`src/rtl/regfile_mp.sv`:
```
// regfile_mp: multi-port integer register file with same-cycle write bypass,
// a per-register busy scoreboard and a post-reset clear sequencer.
//
// state   | meaning
// S_CLEAR | zeroing entry[r_idx] each cycle; writes/allocs ignored, rd/rbusy held 0
// S_READY | normal operation until the next reset
module regfile_mp #(
    parameter int XLEN   = 32,
    parameter int NREGS  = 32,
    parameter int NREAD  = 2,
    parameter int NWRITE = 2,
    localparam int AW    = $clog2(NREGS)
) (
    input  logic                   clk,
    input  logic                   rst_n,
    input  logic [NREAD*AW-1:0]    ra,
    output logic [NREAD*XLEN-1:0]  rd,
    output logic [NREAD-1:0]       rbusy,
    input  logic [NWRITE-1:0]      we,
    input  logic [NWRITE*AW-1:0]   wa,
    input  logic [NWRITE*XLEN-1:0] wd,
    input  logic                   alloc_en,
    input  logic [AW-1:0]          alloc_addr,
    output logic                   ready
);

    typedef enum logic {S_CLEAR, S_READY} state_t;

    state_t            r_state;
    state_t            w_state_nxt;
    logic [AW-1:0]     r_idx;
    logic [AW-1:0]     w_idx_nxt;
    logic [XLEN-1:0]   r_mem [NREGS];
    logic [NREGS-1:0]  r_busy;
    logic [NWRITE-1:0] w_wen;
    logic              w_hit;

    assign ready = (r_state == S_READY);

    always_ff @(posedge clk or negedge rst_n) begin
        if (!rst_n) begin
            r_state <= S_CLEAR;
            r_idx   <= '0;
        end else begin
            r_state <= w_state_nxt;
            r_idx   <= w_idx_nxt;
        end
    end

    always_comb begin
        w_state_nxt = r_state;
        w_idx_nxt   = r_idx;
        if (r_state == S_CLEAR) begin
            if (r_idx == AW'(NREGS - 1)) begin
                w_state_nxt = S_READY;
            end else begin
                w_idx_nxt = r_idx + 1'b1;
            end
        end
    end

    // A write port is effective only once cleared and never for x0.
    always_comb begin
        w_wen = '0;
        for (int k = 0; k < NWRITE; k++) begin
            w_wen[k] = ready && we[k] && (wa[k*AW +: AW] != '0);
        end
    end

    // Storage has no reset; the clear sequence provides the defined contents.
    always_ff @(posedge clk) begin
        if (!ready) begin
            r_mem[r_idx] <= '0;
        end else begin
            for (int k = 0; k < NWRITE; k++) begin
                if (w_wen[k]) begin
                    r_mem[wa[k*AW +: AW]] <= wd[k*XLEN +: XLEN];
                end
            end
        end
    end

    // Alloc is applied after the write-side clears so it wins on a collision.
    always_ff @(posedge clk or negedge rst_n) begin
        if (!rst_n) begin
            r_busy <= '0;
        end else if (ready) begin
            for (int k = 0; k < NWRITE; k++) begin
                if (w_wen[k]) begin
                    r_busy[wa[k*AW +: AW]] <= 1'b0;
                end
            end
            if (alloc_en && (alloc_addr != '0)) begin
                r_busy[alloc_addr] <= 1'b1;
            end
        end
    end

    always_comb begin
        rd    = '0;
        rbusy = '0;
        w_hit = 1'b0;
        for (int p = 0; p < NREAD; p++) begin
            w_hit = 1'b0;
            if (ready && (ra[p*AW +: AW] != '0)) begin
                rd[p*XLEN +: XLEN] = r_mem[ra[p*AW +: AW]];
                for (int k = 0; k < NWRITE; k++) begin
                    if (w_wen[k] && (wa[k*AW +: AW] == ra[p*AW +: AW])) begin
                        rd[p*XLEN +: XLEN] = wd[k*XLEN +: XLEN];
                        w_hit              = 1'b1;
                    end
                end
                rbusy[p] = r_busy[ra[p*AW +: AW]] & ~w_hit;
            end
        end
    end

endmodule

```
`config.mk`:
```
export PLATFORM = sky130hd
export DESIGN_NAME = regfile_mp
export DESIGN_NICKNAME = d
export VERILOG_FILES = /design/src/rtl/regfile_mp.sv
export SDC_FILE = /design/constraint.sdc
export NUM_CORES = 2
export LEC_CHECK = 0
export CAP_MARGIN = 20
export CELL_PAD_IN_SITES_DETAIL_PLACEMENT = 2
export CELL_PAD_IN_SITES_GLOBAL_PLACEMENT = 2
export CORE_MARGIN = 10
export CORE_UTILIZATION = 47
export DETAILED_ROUTE_END_ITERATION = 8
export GPL_ROUTABILITY_DRIVEN = 0
export GPL_TIMING_DRIVEN = 1
export PLACE_DENSITY_LB_ADDON = 0.05
export SYNTH_ARGS = -nofsm -noshare
export SYNTH_HDL_FRONTEND = slang
export SYNTH_SLANG_ARGS = --single-unit
```
`constraint.sdc`:
```
create_clock -name clk -period 6.9 [get_ports clk]
set_input_delay 1.035 -clock clk [delete_from_list [all_inputs] [get_ports clk]]
set_output_delay 1.035 -clock clk [all_outputs]
set_load 0.02 [all_outputs]
```
==> results.json <==
{
  "ys_top_cells_by_area": "edfxtp_1, mux4_2, o21ai_0",
  "cts_resized": 0,
  "wl_um": 301000,
  "swShare": 0.266,
  "cts_inserted_buffers": 120,
  "synth-edff-count": 1024,
  "insertion_delay_ns": 0.75,
  "cp.arrival_ns": 5.12,
  "rsz0062_at_grt": "false",
  "p_switching_w": 0.00428,
  "seq_power_share": 0.447,
  "setup_viol": 0,
  "start_util": 0.473,
  "syn_inst": 5331,
  "cts_setup_buffers": 0,
  "antenna_found_initial": 17,
  "hold_class": "flip-flop to flip-flop",
  "ant_nets": 0,
  "drive_above_1_share": 0.197,
  "max-vdd-ir-drop_uv": 201,
  "portBuffers": 160,
  "finalCriticalPeriod_ns": 6.15,
  "place_hpwl_um": 182000,
  "post-synth-top-area-cell": "edfxtp_1",
  "tns_ns": 0,
  "crit_fanout": 21,
  "synth_warnings": 0,
  "cp-start-kind": "input port",
  "clock_path_buffers": 3,
  "yosysTopAreaCellShare": 0.494,
  "slew_headroom": 0.195,
  "fp.dieArea_um2": 147000,
  "cts.clk_slew.worst_paths_ns": 0.07,
  "first_pass_iters": 6,
  "power_density_nw_per_um2": 228,
  "die_h_um": 384,
  "drc_errors": 0,
  "finalHoldViolations": 0,
  "instances_no_fill": 7016,
  "num_io_pins": 161,
  "required_ns": 5.86,
  "yosysSeqAreaShare": 0.509,
  "postCtsHoldBufs": 0,
  "cts_tree": "done",
  "pwr-share-clk": 0.422,
  "track_usage": 0.400,
  "first_global_vias": 56000,
  "worst_pin_slew_ns": 1.21,
  "first_iter_violations": 8749,
  "grt_first_pass_wirelength_um": 420000,
  "grt_max_degree": 90,
  "cell_internal_pwr_w": 0.0118,
  "rows": 133,
  "nNetsFinal": 5257,
  "critPathCaptureType": "output pin",
  "fin_crit_sh": 0.892,
  "ys_types": 64,
  "max_freq_mhz": 163,
  "overflow": 0,
  "h-tree-depth": 3,
  "p_comb_frac": 0.131,
  "place_inst": 6768,
  "fin_worst_skew_ns": 0.0179,
  "postSynthAreaPerCell_um2": 11.7,
  "vias": 53100,
  "die_w_um": 384,
  "netlist_area_um2": 62300,
  "cts.sinks": 1062,
  "fillers": 12400,
  "ys.flop_type": "edfxtp_1",
  "cts_root_buf": "clkbuf_16",
  "wl_per_cell_um": 42.9,
  "async_reset_ff_frac": 0.0358,
  "areaGrowthSynthToFinish_pct": 13.1,
  "p_leak_nw": 23.6,
  "vias_per_cell": 7.57,
  "ys_ff_latch": 1062,
  "core_um2": 132000,
  "worstSetupPathType": "input port to output pin",
  "status": "complete, no violations",
  "slew_viol_final": 0,
  "synth_nets": 5427,
  "maxCapViolations": 0
}
-- synthesized netlist by cell type (all sizes together), types with 42 or more instances --
master and n:
clkbuf 435, a211oi 95, a22oi 63, nand2 1096, mux2i 168, edfxtp 1024
o21ai 1064, nor2 85, inv 42, mux4 493, and2 66, buf 265
-- final timing paths --
| kind | start | end | slack, ns | cells past startpoint |
|---|---|---|---|---|
| min in group asynchronous | rst_n | ready$_DFF_PN0_ | 0.42 | 1 |
| max in group asynchronous | rst_n | r_busy[1]$_DFFE_PN0P_ | 5.86 | 1 |
| worst max register to register | ready$_DFF_PN0_ | r_mem[1][12]$_DFFE_PP_ | 2.59 | 7 |
| worst max-delay path | wa[7] | rd[4] | 0.75 | 8 |
| worst min-delay path | r_busy[0]$_DFFE_PN0P_ | r_busy[0]$_DFFE_PN0P_ | 0.41 | 0 |
| worst min register to register | r_busy[0]$_DFFE_PN0P_ | r_busy[0]$_DFFE_PN0P_ | 0.41 | 0 |
-- layout by cell type (no fill, tap or decap), types with 7 or more instances in the layout --
cell type and count:
nand2_1 1096, o21ai_0 1063, edfxtp_1 1024, mux4_2 493, buf_4 194, mux2i_1 168
clkdlybuf4s50_1 141, clkbuf_16 123, a211oi_1 95, a22oi_1 63, and2_1 60, nor2_1 50
inv_1 39, dfrtp_1 38, nor2_4 35, buf_12 35, a21oi_1 34, o211ai_1 33
a41oi_1 32, a2bb2oi_1 32, a211o_1 31, a221oi_1 31, o22ai_4 31, o221a_1 29
clkinv_1 25, clkinv_2 22, buf_16 20, bufinv_16 18, clkbuf_1 18, xor2_1 17
a22o_1 15, o22ai_1 10, buf_2 9, nor3b_1 8, buf_8 8, diode_2 7
-- metrics by stage --
step                      total power, W  utilization  hold WS [ns]  instance area, µm²  worst slack, ns
after global placement           0.00924        0.499         0.376               65700             1.15
after floorplan                  0.00845            -         0.441               62300             2.60
after detailed placement         0.00932        0.500         0.389               65800             1.04
after CTS                         0.0160        0.530         0.403               69800             1.03
final                             0.0161        0.535         0.411               70400            0.748
after global routing              0.0164        0.535         0.411               70400            0.737
-- state kept, by name (all words and copies together), names as in the netlist --
name and cells:
r_mem 1024, r_idx 5, r_busy 32, ready 1
-- critical path, stage by stage --
cell and delay, ns:
clkdlybuf4s50_1 0.63, nor3_1 0.36, a21oi_1 0.16, and4_2 0.31, or2_2 0.62, a2bb2oi_1 0.27, a41oi_1 0.88, clkdlybuf4s50_1 0.79
-- cell type report --
type | instances | area (µm²) | share of cell area
Antenna cell | 7 | 17.5 | 0.000249
Clock buffer | 144 | 3190 | 0.0453
Clock inverter | 71 | 797 | 0.0113
Inverter | 42 | 164 | 0.00233
Multi-Input combinational cell | 3527 | 28100 | 0.399
Sequential cell | 1062 | 31700 | 0.450
Tap cell | 1755 | 2200 | 0.0312
Timing Repair Buffer | 408 | 4290 | 0.0609
-- logic make-up after synthesis --
| group | share of synthesized area |
|---|---|
| adder cells (fa/ha/maj) | 0.000402 |
| AND/OR/NAND/NOR | 0.0858 |
| flip-flops | 0.509 |
| AO/OA/AOI/OAI | 0.143 |
| buffers and inverters | 0.0525 |
| XOR/XNOR | 0.00323 |
| multiplexers | 0.206 |
-- power by group through the flow --
stage	Clock, W	Sequential [W]	Combinational, W
finish	0.00679	0.00718	0.00211
global placement	0	0.00731	0.00193
detailed placement	0	0.00731	0.00200
global route	0.00701	0.00718	0.00218
floorplan	0	0.00730	0.00114
CTS	0.00678	0.00718	0.00202
-- routing by layer --
metal,routed length (µm),up-vias,GRT usage
li1,-,19900,-
met1,108000,27700,0.517
met2,134000,4353,0.598
met3,39600,1067,0.116
met4,19100,16,0.230
met5,116,-,0
Note: power is estimated with default switching activity, not from simulation.
